### src/rtl/mul_final_adder.sv
// Carry-propagate stage of the 32x32 multiplier: two registered halves with a valid/ready handshake.
// Optional retired-op counter enabled by defining MUL_FA_PERF_CNT_EN.
module mul_final_adder #(
   parameter int W     = 64,
   parameter int TAG_W = 5
) (
   input  logic             mul_clk,
   input  logic             resetn,
   input  logic             flush,
   input  logic             in_valid,
   output logic             in_ready,
   input  logic [W-1:0]     in_s,
   input  logic [W-1:0]     in_c,
   input  logic             in_cin,
   input  logic [1:0]       in_op,
   input  logic [TAG_W-1:0] in_tag,
   output logic             out_valid,
   input  logic             out_ready,
   output logic [W/2-1:0]   out_result,
   output logic [TAG_W-1:0] out_tag
`ifdef MUL_FA_PERF_CNT_EN
   ,
   output logic [31:0]      perf_retired
`endif
);

   localparam int H = W / 2;

   logic             v_a;
   logic             v_b;
   logic [H-1:0]     a_lo;
   logic             a_k;
   logic [H-1:0]     a_s_hi;
   logic [H-1:0]     a_c_hi;
   logic [1:0]       a_op;
   logic [TAG_W-1:0] a_tag;

   logic             adv_b;
   logic             accept_en;
   logic             adv_b_en;
   logic [H:0]       lo_sum;
   logic [H-1:0]     hi_sum;
   logic             sel_hi;

   // Stage B may take stage A's op when it is empty or being drained this cycle
   assign adv_b     = v_a && (!v_b || out_ready);
   assign in_ready  = !v_a || adv_b;
   assign accept_en = in_valid && in_ready && !flush;
   assign adv_b_en  = adv_b && !flush;
   assign out_valid = v_b;

   assign lo_sum = {1'b0, in_s[H-1:0]} + {1'b0, in_c[H-2:0], in_cin};
   assign hi_sum = a_s_hi + a_c_hi + {{(H-1){1'b0}}, a_k};
   assign sel_hi = (a_op == 2'b01) || (a_op == 2'b10);

   always_ff @(posedge mul_clk) begin
      if (!resetn) begin
         v_a <= 1'b0;
         v_b <= 1'b0;
      end else if (flush) begin
         v_a <= 1'b0;
         v_b <= 1'b0;
      end else begin
         if (accept_en)
            v_a <= 1'b1;
         else if (adv_b)
            v_a <= 1'b0;
         if (adv_b)
            v_b <= 1'b1;
         else if (out_ready)
            v_b <= 1'b0;
      end
   end

   // Stage A holds the finished low half plus the raw upper-half operands
   always_ff @(posedge mul_clk) begin
      if (!resetn) begin
         a_lo   <= '0;
         a_k    <= 1'b0;
         a_s_hi <= '0;
         a_c_hi <= '0;
         a_op   <= '0;
         a_tag  <= '0;
      end else if (accept_en) begin
         a_lo   <= lo_sum[H-1:0];
         a_k    <= lo_sum[H];
         a_s_hi <= in_s[W-1:H];
         a_c_hi <= in_c[W-2:H-1];
         a_op   <= in_op;
         a_tag  <= in_tag;
      end
   end

   always_ff @(posedge mul_clk) begin
      if (!resetn) begin
         out_result <= '0;
         out_tag    <= '0;
      end else if (adv_b_en) begin
         out_result <= sel_hi ? hi_sum : a_lo;
         out_tag    <= a_tag;
      end
   end

`ifdef MUL_FA_PERF_CNT_EN
   logic [31:0] perf_cnt;

   // Survives flush on purpose; only reset clears it
   always_ff @(posedge mul_clk) begin
      if (!resetn)
         perf_cnt <= '0;
      else if (v_b && out_ready)
         perf_cnt <= perf_cnt + 32'd1;
   end

   assign perf_retired = perf_cnt;
`endif

endmodule

### config.mk
export PLATFORM = sky130hd
export DESIGN_NAME = mul_final_adder
export DESIGN_NICKNAME = d
export VERILOG_FILES = /design/src/rtl/mul_final_adder.sv
export SDC_FILE = /design/constraint.sdc
export NUM_CORES = 1
export LEC_CHECK = 0
export CAP_MARGIN = 20
export CORE_ASPECT_RATIO = 1.1
export CORE_MARGIN = 2
export CORE_UTILIZATION = 40
export CTS_CLUSTER_SIZE = 8
export DETAILED_ROUTE_END_ITERATION = 10
export GPL_TIMING_DRIVEN = 0
export PLACE_DENSITY = 0.65
export SLEW_MARGIN = 20
export SYNTH_ARGS = -nofsm -noshare
export SYNTH_HDL_FRONTEND = slang
export SYNTH_SLANG_ARGS = --single-unit
### constraint.sdc
create_clock -name mul_clk -period 6.75 [get_ports mul_clk]
set_input_delay 1.6875 -clock mul_clk [delete_from_list [all_inputs] [get_ports mul_clk]]
set_output_delay 1.6875 -clock mul_clk [all_outputs]
set_load 0.01 [all_outputs]
==> key figures, run 1 <==
Outcome
  – Outcome: finished clean

Clock network
  – Inserted Clock Buffers: 17
  – Clock latency on the worst-skew pair: between 400 and 500 ps
  – CTS Buffer Depth: 2
  – CTS tree: yes
  – Post-CTS Setup Repair Bufs: 0
  – Clock slew at reported path FFs: ~60 ps
  – H-tree levels: 4
  – Resize count post-CTS: 0
  – CTS Hold Bufs: 0
  – Sink Count: roughly 140
  – CTS root buffer: clkbuf_16

Die
  – Floorplan row count: 56
  – Die area: approximately 23,000 sq um
  – Initial Util: 0.406
  – Core area: 21,200 sq um
  – Die H: between 150 and 200 um
  – I/O pin count: 180
  – DIE WIDTH: roughly 140 um

Worst setup path
  – Crit path cell chain: clkdlybuf4s50_1 > nor2b_1 > nand2_1 > clkdlybuf4s50_1
  – Critical path buffer and inverter count: 2
  – Top Family by Delay on Critical Path: buffers and inverters
  – Crit Path Class: input pin to primary output
  – Critical Path End Type: primary output
  – Top cell by count, worst path: clkdlybuf4s50_1
  – Maximum fanout along the worst path: 5
  – CP max-delay cell: clkdlybuf4s50_1
  – Crit path DAT: 3020 ps
  – CP startpoint kind: input pin
  – Max stage delay on crit path: around 500 ps
  – Data required, critical path: about 5000 ps

Synth
  – Post-synth top area share: 0.332
  – Number of synthesized register bits: roughly 140
  – Main synth FF type: dfxtp_1
  – Part of the Yosys area used for sequential elements: 0.332
  – Post-Syn Area: 8620 sq um
  – YS warnings: 0
  – Syn Area/Cell: 7.67 sq um
  – Synth cell types: slightly above 70
  – Net count after synthesis: between 1k and 1.5k
  – Synth top area cells: dfxtp_1 (33%), nand2_1 (11%), a21oi_1 (10%), ha_1 (9.0%), xnor2_1 (2.8%)
  – Post-synthesis async set-or-reset flop share: 0
  – Post-synth top area cell: dfxtp_1
  – EDFF count, synth: 0
  – Cell count after synthesis: between 1k and 1.5k

Global route
  – Total overflow reported by the global router: 0
  – Largest net degree at the start of global routing: 17
  – Vias in the first global route: approximately 8.6k
  – First-pass GRT wire length: approximately 43,000 um
  – Tot GR Track Use: 0.240
  – Antenna violations before repair: 0

Cells and area
  – Final #Nets: between 1.5k and 2k
  – Fin area: ~11,000 sq um
  – Most frequent cells in the layout: nand2_1 (247), clkdlybuf4s50_1 (178), a21oi_1 (175), dfxtp_1 (143), ha_1 (62)
  – Filler Cell Count: between 2k and 2.5k
  – Post-layout util: 0.535
  – # diodes: 0
  – Area Overhead vs Synth: 31.7%
  – Most common cell after layout, fill and taps aside: nand2_1
  – Fraction of layout cells with a size suffix above 1: 0.0382

STA
  – Post-layout min period: 4710 ps
  – Least-Margin Pin Slew: between 900 and 1000 ps
  – RSZ-0062 raised after global routing: false
  – Worst Slack Setup Final: ~2000 ps
  – Setup violations, final: 0
  – Rel. slew slack: 0.381
  – Final Hold Viols: 0
  – Fin Setup TNS: 0 ps
  – Setup Skew: roughly 12 ps
  – Hold slack: 455 ps
  – F_max: 0.212 GHz
  – Fin. max-slew vios: 0
  – Final Cycle Share: 0.698

Routing
  – DRT iter0 DRCs: between 600 and 700
  – Vias per Instance: approximately 5.5
  – WL final: ~27,000 um
  – # DRC: 0
  – WL/cell: between 15 and 20 um
  – Final ANT Viol Nets: 0
  – Vias: just under 9k
  – First-pass DRT Iterations: 7

Placed design
  – Post-Place Setup Slack: approximately 2000 ps
  – RD Place Congestion: between 0.8 and 0.9
  – Dpl hpwl: ~21,000 um
  – Placed cell area: ~11,000 sq um
  – Port bufs: between 150 and 200

Pwr
  – Maximum vdd drop: about 0.17 mV
  – PD cells: slightly above 200 nW/um^2
  – Leakage: approximately 4.5 nW

Job
  – Number of max-cap violations: 0

Worst hold path
  – Hold Path Class: register to register
==> power breakdown <==
group / switching (mW) / internal (mW)
Clock: 0.375 / 0.553
Sequential: 0.0268 / 0.885
Combinational: 0.255 / 0.213
Total: 0.656 / 1.65
==> stage by stage <==
stage,power (mW),instances
after global routing,2.42,1625
after floorplan,1.20,1125
after CTS,2.32,1625
after detailed placement,1.39,1593
after global placement,1.39,1593
final,2.31,1625
==> worst reg2reg max path, cell delays in order (launching register included) <==
cell       delay, ps
dfxtp_1          400
fa_1             490
fa_1             430
a21oi_1          260
o21ai_1          190
nand4_1          210
a211oi_2         140
o41ai_2          380
o21bai_1         180
a2111oi_2        420
a211o_1          150
==> kinds of logic (layout without fill, tap and decap cells) <==
group                    Yosys count  count (layout)  share of synthesized area
AND/OR/NAND/NOR                  423             423                      0.217
AO/OA/AOI/OAI                    375             375                      0.276
flip-flops                       143             143                      0.332
buffers and inverters             76             286                     0.0331
adder cells (fa/ha/maj)           65              65                     0.0969
XOR/XNOR                          36              36                     0.0366
multiplexers                       7               7                    0.00812
==> path summary, 6_finish.rpt <==
path	from	endpoint	slack [ps]	cells past startpoint
max	out_ready	in_ready	2040	4
min	a_lo[6]	a_lo[6]	450	2
max reg2reg	a_k	out_result[30]	3460	10
min reg2reg	a_lo[6]	a_lo[6]	450	2
==> sequential cells by signal (all words and copies together) (netlist names) <==
register,flops
a_s_hi,32
a_c_hi,32
a_tag,5
a_op,2
v_a,1
out_valid,1
a_k,1
out_result,32
a_lo,32
out_tag,5
==> cell type report <==
| type | instances | area (sq um) | share of cell area |
|---|---|---|---|
| multi-input combinational | 906 | 5480 | 0.483 |
| sequential | 143 | 2860 | 0.252 |
| timing repair buffer | 178 | 1780 | 0.157 |
| clock buffer | 19 | 443 | 0.0390 |
| tap | 290 | 363 | 0.0320 |
| buffer | 64 | 240 | 0.0212 |
| clock inverter | 13 | 138 | 0.0121 |
| inverter | 12 | 45.0 | 0.00397 |
==> routing by layer <==
| layer | vias up | global-route usage | part of all wire |
|---|---|---|---|
| met5 | - | 0 | 0 |
| met4 | 0 | 0.0556 | 0.015 |
| li1 | 4428 | - | - |
| met3 | 26 | 0.0644 | 0.074 |
| met1 | 4151 | 0.308 | 0.44 |
| met2 | 264 | 0.402 | 0.47 |
==> Yosys cell counts (10+ instances only) <==
cell	number
a211oi_1	14
a21o_1	31
a21oi_1	175
a31oi_1	10
and3_1	12
clkbuf_1	58
dfxtp_1	143
ha_1	62
inv_1	12
nand2_1	247
nand3_1	28
nand4_1	10
nor2_1	57
nor3_1	18
o211ai_1	12
o21ai_0	36
o21ai_1	17
o21bai_1	10
xnor2_1	28
No activity file was read; power rests on OpenSTA's default activity.
==> inputs of run 2 (changes only) <==
==> constraint.sdc (replaced) <==
create_clock -name mul_clk -period 4.9 [get_ports mul_clk]
set_input_delay 1.225 -clock mul_clk [delete_from_list [all_inputs] [get_ports mul_clk]]
set_output_delay 1.225 -clock mul_clk [all_outputs]
set_load 0.01 [all_outputs]
==> results of run 2 <==
Same layout as run 1 (identical final DEF). Status: finished clean.
Among the figures that moved: setup slack after placement 2020 ps -> 634 ps; setup slack after layout 2040 ps -> 1020 ps; start point of the critical path out_ready -> in_s[0]; end point of the critical path in_ready -> a_k; register-to-register setup slack 3460 ps -> 1610 ps; total power 2.31 mW -> 3.18 mW; worst IR drop on VDD 0.165 mV -> 0.227 mV
==> inputs of run 3 (changes only) <==
==> constraint.sdc (replaced) <==
create_clock -name mul_clk -period 3.9 [get_ports mul_clk]
set_input_delay 0.975 -clock mul_clk [delete_from_list [all_inputs] [get_ports mul_clk]]
set_output_delay 0.975 -clock mul_clk [all_outputs]
set_load 0.01 [all_outputs]
==> results of run 3 <==
Same layout as run 1 (identical final DEF). Status: finished clean.
Among the figures that moved: setup slack after placement 2020 ps -> -116 ps; setup slack after layout 2040 ps -> 270 ps; start point of the critical path out_ready -> in_s[0]; end point of the critical path in_ready -> a_k; register-to-register setup slack 3460 ps -> 610 ps; total power 2.31 mW -> 3.99 mW; worst IR drop on VDD 0.165 mV -> 0.286 mV
